===== src/rtl/wb_cpu_bus_decoder.sv =====
// Wishbone decoder between the Z80 master and its memory / I/O slaves.
// Routes each master cycle by tag, registers every slave-side and master-side
// output, and forces a floating-bus termination when a slave never answers.
//
// Handshake: a master request is taken when s_cyc_i & s_stb_i are sampled
// high in IDLE. The selected slave sees cyc=stb=1 from the following cycle
// until the edge where its ack is sampled high (or timeout / abort). The
// master then sees s_ack_o for exactly one cycle, with s_dat_o valid in
// that cycle, and must drop s_stb_i before another request is accepted.
module wb_cpu_bus_decoder #(
  parameter int unsigned TIMEOUT_CYCLES = 16,
  parameter logic [7:0]  FLOAT_DATA     = 8'hFF
) (
  input  logic        clk_i,
  input  logic        nrst_i,
  // CPU master port
  input  logic [15:0] s_adr_i,
  input  logic [1:0]  s_tga_i,
  input  logic [7:0]  s_dat_i,
  output logic [7:0]  s_dat_o,
  input  logic        s_cyc_i,
  input  logic        s_stb_i,
  input  logic        s_we_i,
  output logic        s_ack_o,
  // memory slave port
  output logic [15:0] mem_adr_o,
  output logic [7:0]  mem_dat_o,
  input  logic [7:0]  mem_dat_i,
  output logic        mem_cyc_o,
  output logic        mem_stb_o,
  output logic        mem_we_o,
  input  logic        mem_ack_i,
  // I/O slave port
  output logic [15:0] io_adr_o,
  output logic [7:0]  io_dat_o,
  input  logic [7:0]  io_dat_i,
  output logic        io_cyc_o,
  output logic        io_stb_o,
  output logic        io_we_o,
  input  logic        io_ack_i,
  // watchdog status
  output logic        tmo_o,
  output logic [7:0]  tmo_cnt_o
);

  localparam logic [7:0] WAIT_LAST = 8'(TIMEOUT_CYCLES - 1);

  typedef enum logic [2:0] {
    ST_IDLE    = 3'd0,
    ST_MEM     = 3'd1,
    ST_IO      = 3'd2,
    ST_DONE    = 3'd3,
    ST_RELEASE = 3'd4
  } state_t;

  state_t      state_q, state_d;
  logic [15:0] mem_adr_q, mem_adr_d;
  logic [7:0]  mem_dat_q, mem_dat_d;
  logic        mem_act_q, mem_act_d;
  logic        mem_we_q, mem_we_d;
  logic [15:0] io_adr_q, io_adr_d;
  logic [7:0]  io_dat_q, io_dat_d;
  logic        io_act_q, io_act_d;
  logic        io_we_q, io_we_d;
  logic [7:0]  rdata_q, rdata_d;
  logic [7:0]  s_dat_q, s_dat_d;
  logic        s_ack_q, s_ack_d;
  logic        tmo_q, tmo_d;
  logic [7:0]  tmo_cnt_q, tmo_cnt_d;
  logic [7:0]  wait_q, wait_d;

  // Ack/data of whichever slave the current cycle targets.
  logic        slv_ack;
  logic [7:0]  slv_dat;
  assign slv_ack = (state_q == ST_MEM) ? mem_ack_i : io_ack_i;
  assign slv_dat = (state_q == ST_MEM) ? mem_dat_i : io_dat_i;

  // State and output registers, cleared asynchronously.
  always_ff @(posedge clk_i or negedge nrst_i) begin
    if (!nrst_i) begin
      state_q   <= ST_IDLE;
      mem_adr_q <= '0;
      mem_dat_q <= '0;
      mem_act_q <= 1'b0;
      mem_we_q  <= 1'b0;
      io_adr_q  <= '0;
      io_dat_q  <= '0;
      io_act_q  <= 1'b0;
      io_we_q   <= 1'b0;
      rdata_q   <= '0;
      s_dat_q   <= '0;
      s_ack_q   <= 1'b0;
      tmo_q     <= 1'b0;
      tmo_cnt_q <= '0;
      wait_q    <= '0;
    end else begin
      state_q   <= state_d;
      mem_adr_q <= mem_adr_d;
      mem_dat_q <= mem_dat_d;
      mem_act_q <= mem_act_d;
      mem_we_q  <= mem_we_d;
      io_adr_q  <= io_adr_d;
      io_dat_q  <= io_dat_d;
      io_act_q  <= io_act_d;
      io_we_q   <= io_we_d;
      rdata_q   <= rdata_d;
      s_dat_q   <= s_dat_d;
      s_ack_q   <= s_ack_d;
      tmo_q     <= tmo_d;
      tmo_cnt_q <= tmo_cnt_d;
      wait_q    <= wait_d;
    end
  end

  // Next-state and registered-output decode.
  always_comb begin
    state_d   = state_q;
    mem_adr_d = mem_adr_q;
    mem_dat_d = mem_dat_q;
    mem_act_d = mem_act_q;
    mem_we_d  = mem_we_q;
    io_adr_d  = io_adr_q;
    io_dat_d  = io_dat_q;
    io_act_d  = io_act_q;
    io_we_d   = io_we_q;
    rdata_d   = rdata_q;
    s_dat_d   = s_dat_q;
    s_ack_d   = 1'b0;
    tmo_d     = 1'b0;
    tmo_cnt_d = tmo_cnt_q;
    wait_d    = wait_q;

    case (state_q)
      ST_IDLE: begin
        if (s_cyc_i && s_stb_i) begin
          case (s_tga_i)
            2'b00: begin
              mem_adr_d = s_adr_i;
              mem_dat_d = s_dat_i;
              mem_we_d  = s_we_i;
              mem_act_d = 1'b1;
              wait_d    = '0;
              state_d   = ST_MEM;
            end
            2'b01: begin
              io_adr_d = s_adr_i;
              io_dat_d = s_dat_i;
              io_we_d  = s_we_i;
              io_act_d = 1'b1;
              wait_d   = '0;
              state_d  = ST_IO;
            end
            default: begin
              // Unmapped tag: answer with the floating bus, no slave access.
              rdata_d = FLOAT_DATA;
              state_d = ST_DONE;
            end
          endcase
        end
      end

      ST_MEM, ST_IO: begin
        if (!s_cyc_i) begin
          // Master abandoned the cycle: release the slave, no reply.
          mem_act_d = 1'b0;
          mem_we_d  = 1'b0;
          io_act_d  = 1'b0;
          io_we_d   = 1'b0;
          state_d   = ST_IDLE;
        end else if (slv_ack) begin
          // Ack has priority over a timeout on the same edge.
          rdata_d   = slv_dat;
          mem_act_d = 1'b0;
          mem_we_d  = 1'b0;
          io_act_d  = 1'b0;
          io_we_d   = 1'b0;
          state_d   = ST_DONE;
        end else if (wait_q == WAIT_LAST) begin
          rdata_d   = FLOAT_DATA;
          mem_act_d = 1'b0;
          mem_we_d  = 1'b0;
          io_act_d  = 1'b0;
          io_we_d   = 1'b0;
          tmo_d     = 1'b1;
          if (tmo_cnt_q != 8'hFF) begin
            tmo_cnt_d = tmo_cnt_q + 8'd1;
          end
          state_d   = ST_DONE;
        end else begin
          wait_d = wait_q + 8'd1;
        end
      end

      ST_DONE: begin
        s_ack_d = 1'b1;
        s_dat_d = rdata_q;
        state_d = ST_RELEASE;
      end

      ST_RELEASE: begin
        // Hold off until the master has dropped the strobe of the old cycle.
        if (!s_stb_i) begin
          state_d = ST_IDLE;
        end
      end

      default: begin
        state_d = ST_IDLE;
      end
    endcase
  end

  assign s_dat_o   = s_dat_q;
  assign s_ack_o   = s_ack_q;
  assign mem_adr_o = mem_adr_q;
  assign mem_dat_o = mem_dat_q;
  assign mem_cyc_o = mem_act_q;
  assign mem_stb_o = mem_act_q;
  assign mem_we_o  = mem_we_q;
  assign io_adr_o  = io_adr_q;
  assign io_dat_o  = io_dat_q;
  assign io_cyc_o  = io_act_q;
  assign io_stb_o  = io_act_q;
  assign io_we_o   = io_we_q;
  assign tmo_o     = tmo_q;
  assign tmo_cnt_o = tmo_cnt_q;

endmodule


===== config.mk =====
export PLATFORM = sky130hd
export DESIGN_NAME = wb_cpu_bus_decoder
export DESIGN_NICKNAME = d
export VERILOG_FILES = /design/src/rtl/wb_cpu_bus_decoder.sv
export SDC_FILE = /design/constraint.sdc
export NUM_CORES = 1
export LEC_CHECK = 0
export CAP_MARGIN = 10
export CORE_MARGIN = 1
export CORE_UTILIZATION = 50
export DETAILED_ROUTE_END_ITERATION = 8
export PLACE_DENSITY_LB_ADDON = 0.25
export SLEW_MARGIN = 20
export SYNTH_ARGS = -nofsm -noshare
export SYNTH_HDL_FRONTEND = slang
export SYNTH_SLANG_ARGS = --single-unit

===== constraint.sdc =====
create_clock -name clk_i -period 6 [get_ports clk_i]
set_input_delay 1.2 -clock clk_i [delete_from_list [all_inputs] [get_ports clk_i]]
set_output_delay 1.2 -clock clk_i [all_outputs]
set_load 0.02 [all_outputs]

# == Yosys cells after proc, flatten, opt, wreduce, memory -nomap -nowiden ==
# Index checks and enable logic that the tools add are counted.
# Widths: inputs -> output; s select.
# word_totals
register_bits,89
input_bits,49
output_inout_bits,72
word_cells,91
# classes
add_sub_neg,2
eq_ne,18
muxes,41
n_bitwise,1
n_reduce_logical,14
# ops
cell,count
$mux 8,11
$pmux 8 s2,2
$mux 1,17
$add 8x1->8 const B,2
$mux 3,5
$ne 2x2->1 const B,7
$pmux 3 s4,1
$reduce_and 5->1,2
$reduce_and 3->1,3
$eq 8x4->1 const B,1
$ne 8x8->1 const B,1
$pmux 1 s2,4
$reduce_and 4->1,2
$eq 3x2->1 const B,2
$reduce_and 6->1,1
$ne 2x1->1 const B,2
$ne 4x4->1 const B,1
$pmux 2 s2,1
$reduce_or 2->1,2
$eq 3x1->1 const B,1
$eq 3x3->1 const B,1
$logic_not 3->1,1
$ne 3x3->1 const B,1
$eq 2x1->1 const B,1
4 further kinds,4

# == Logic depth before layout (Yosys ltp) ==
# depth
depth_word,5
ltp_mapped,7
mapped_depth_nobuf,6

# == Worst setup path after synthesis ==
# OpenSTA, ideal clock, no wires.
# synth_path
path_kind,in2reg
start,input port s_cyc_i
end,"register mem_adr_q[0], in the netlist mem_adr_o[0]"
setup_time_ps,125
arrival_ps,2670
required_time_ps,5875
setup_slack_ps,3205
cell_stages,6
path_buffers,1
path_cell_list,and2b_1 > o211ai_1 > or2_2 > nor2_2 > buf_4 > mux2_2
# synth_between
elab_chain_cells,2
# synth_rtl
item,line_no,text
from (decl),21,"input logic s_cyc_i,"
$logic_and 1x1->1,135,if (s_cyc_i && s_stb_i) begin
$reduce_and 3->1 (no source line),-,
to (signal assigned),98,mem_adr_q <= mem_adr_d;
to (decl),57,"logic [15:0] mem_adr_q, mem_adr_d;"
# Every way passes these cells.
# A chain may end at the register's enable or synchronous reset.

# == Final worst setup path ==
# layout_path
start,input port s_tga_i[1]
end,"register io_dat_q[1], in the netlist io_dat_o[1]"
# layout_between
elab_chain_cells,2
# layout_rtl
item,line_no,text
from (decl),18,"input logic [1:0] s_tga_i,"
$eq 2x1->1,136,case (s_tga_i)
$reduce_and 3->1 (no source line),-,
to (signal assigned),103,io_dat_q <= io_dat_d;
to (decl),62,"logic [7:0] io_dat_q, io_dat_d;"
# Every way passes these cells.

==> reports/qor.yml <==
synth_edf_count: 0
grt_max_degree: 52
numCtsBuffers: 9
vdd_drop_max_mv: 0.321
route.antenna.remaining_nets: 0
worstPathMaxFanout: 24
grt_usage_pct: 22.2
skew_ns: 0.0128
grt_use_met2_pct: 35.3
synth-main-ff-cell: "dfrtp_1"
die_width_um: 89.9
dp_hpwl_mm: 6.04
clockRootBuffer: "clkbuf_8"
hold_viol: 0
cts_hold_buf: 0
cts_max_level: 3
cts_resized: 0
outcome: "complete, no violations"
antenna_found_initial: 0
drive_gt1_share_pct: 20.9
grt_pass1_wl_mm: 14.2
maxCapViolCount: 0
power_frac_seq_pct: 37.0
crit_family: "simple AND/OR/NAND/NOR gates"
yosysTopAreaCell: "dfrtp_1"
clk_pin_slew_ns: 0.08
fin_crit_ns: 3.51
synth_commonest_cells: "89 x dfrtp_1, 65 x mux2_2, 30 x nand2_1"
portBuffers: 120
die_h_um: 89.9
gp_congestion: 0.852
grtUsageMet3_pct: 7.53
drt_wl_total_mm: 8.56
synth_xor_area_share_pct: 2.04
synthMuxAreaShare_pct: 20.6
first_iter_violations: 209
comb_power_share_pct: 47.9
crit_type: "in2reg"
initial_core_util_pct: 52.4
core_area_um2: 7370
fin_nets: 473
worst_pin_slew_ns: 1.02
ios: 121
fmax_mhz: 285
detailroute.via_count: 2832
cts_setup_buffers: 0
routedWlPerCell_um: 16.3
synth.distinct_cells: 45
synth_area_leaders: "dfrtp_1 58%, mux2_2 19%, nand2_1 2.9%"
p_int_uw: 1720
mappedNetlistArea_um2: 3860
critPathBufInv: 1
synth-seq-cells: 89
clk_latency_ns: 0.35
worstPathArrival_ns: 3.74
syn_inst: 299
end_kind: "flip-flop"
cts_tree: "yes"
switching_share_pct: 36.5
placementRows: 31
cp-start-kind: "input port"
fin_crit_sh_pct: 58.5
r2r_slack_ns: 3.13
synth.most_common_cell: "dfrtp_1"
setup_violations: 0
overflow: 0
drtPass1Iterations: 4
finalSetupTns_ns: 0
synth_warnings: 0
die_area_um2: 8080
critical_path.cell_chain: "clkdlybuf4s50_1 > nor2b_1 > o211ai_1 > nor2_1 > nand2_1 > mux2_2"
p_per_area_nw_per_um2: 508
synth_top_family_by_area: "multiplexers"
slew_violations: 0
synth-compound-area-share_pct: 5.44
switchingPower_uw: 988
cp_slowest_cell: "nand2_1"
async_reset_ff_share_pct: 100
vias_per_cell: 5.39
cts.sinks: 89
relSlewSlack_pct: 32.1
grt_pass1_vias: 2878
power_leakage_uw: 0.00218
grt_busiest_layer: "met2"
synth_top_area_share_pct: 57.7
synth-seq-area-share_pct: 57.7
synth_adder_area_share_pct: 0.648
hold-worst-slack_ns: 0.509
yosys.area_share.simple_pct: 11.0
pwr-share-clk_pct: 15.1
syn_nets: 350
max_stage_delay_ns: 0.78
syn_area_per_cell_um2: 12.9
drc: 0
grtUsageMet1_pct: 28.5
diodes: 0
crit_required_ns: 6.23
area_delta_synth_final_pct: 37.8
clock_path_buffers: 2
hp-class: "reg2reg"
grt_setup_unrepaired: "no"
-- worst register-to-register path: cells and delay by family, from the launching register on --
| family | cells | cell delay (ns) |
|---|---|---|
| multiplexers | 1 | 0.43 |
| AND/OR/NAND/NOR | 3 | 1.27 |
| AO/OA/AOI/OAI | 1 | 0.51 |
| flip-flops | 1 | 0.53 |
-- cell families after synthesis --
logic type               Yosys count
XOR/XNOR                           9
AND/OR/NAND/NOR                   83
AO/OA/AOI/OAI                     28
flip-flops                        89
buffers and inverters             18
multiplexers                      70
adder cells (fa/ha/maj)            2
-- cells in the final DEF (no fill, tap or decap), types with 2 or more instances in the layout --
cell / Yosys / final
a21oi_1: 4 / 4
a31oi_1: 2 / 2
and3_1: 2 / 2
and4_1: 2 / 2
buf_4: 4 / 3
clkbuf_8: 0 / 10
clkdlybuf4s50_1: 0 / 119
clkinvlp_4: 0 / 2
dfrtp_1: 89 / 89
ha_1: 2 / 2
inv_1: 8 / 8
mux2_2: 65 / 65
mux2i_1: 4 / 4
nand2_1: 30 / 30
nand2b_1: 3 / 3
nand3_1: 16 / 16
nand3b_1: 2 / 2
nand4_1: 5 / 5
nor2_1: 4 / 4
nor2b_1: 4 / 4
nor3_1: 4 / 4
nor3b_1: 2 / 2
o211ai_1: 3 / 3
o21ai_0: 3 / 3
o311ai_0: 4 / 4
o41ai_1: 3 / 3
or2_2: 2 / 2
or4_1: 2 / 2
xnor2_1: 7 / 7
xor2_1: 2 / 2
-- routing by layer --
metal  wire [µm]  vias to the layer above
met5           0                        -
met4         117                        0
met2        4090                      103
li1            -                     1320
met1        3550                     1397
met3         795                       12
-- path summary, 6_finish.rpt --
check | cells after the start | start | end
worst min-delay path | 1 | wait_q[7] | wait_q[7]
worst min register to register | 1 | wait_q[7] | wait_q[7]
worst max register to register | 5 | state_q[0] | io_dat_o[1]
max in group asynchronous | 2 | nrst_i | mem_dat_o[7]
worst max-delay path | 6 | s_tga_i[1] | io_dat_o[1]
min in group asynchronous | 1 | nrst_i | tmo_cnt_o[5]
-- registers in the layout (all words and copies together), names as in the netlist, 3 cells and up --
name	count
io_adr_o	16
io_dat_o	8
mem_adr_o	16
mem_dat_o	8
rdata_q	8
s_dat_o	8
state_q	3
tmo_cnt_o	8
wait_q	8
-- layout make-up --
cell class	count	area, µm²
clock buffers	11	141
multi-input cells	192	1530
clock inverters	4	53.8
fillers	537	2050
repair buffers	122	1210
inverters	8	30.0
flip-flops and latches	89	2230
well taps	99	124
-- through the flow --
stage | setup WS (ns) | cell area, µm² | cells | total power (µW) | utilization [%]
detailed placement | 2.17 | 5130 | 510 | 2310 | 69.6
floorplan | 3.20 | 3860 | 299 | 1740 | -
finish | 2.49 | 5320 | 525 | 2710 | 72.2
global placement | 2.27 | 5130 | 510 | 2270 | 69.6
global route | 2.29 | 5320 | 525 | 2860 | 72.2
CTS | 2.51 | 5320 | 525 | 2730 | 72.2
-- power groups by stage --
stage                     clock [µW]  combinational [µW]  sequential [µW]
after floorplan                    0                 523             1220
after global placement             0                1270              993
after detailed placement           0                1300             1010
after CTS                        420                1310             1000
after global routing             445                1380             1030
final                            410                1300             1000
(Power assumes the default switching activity.)
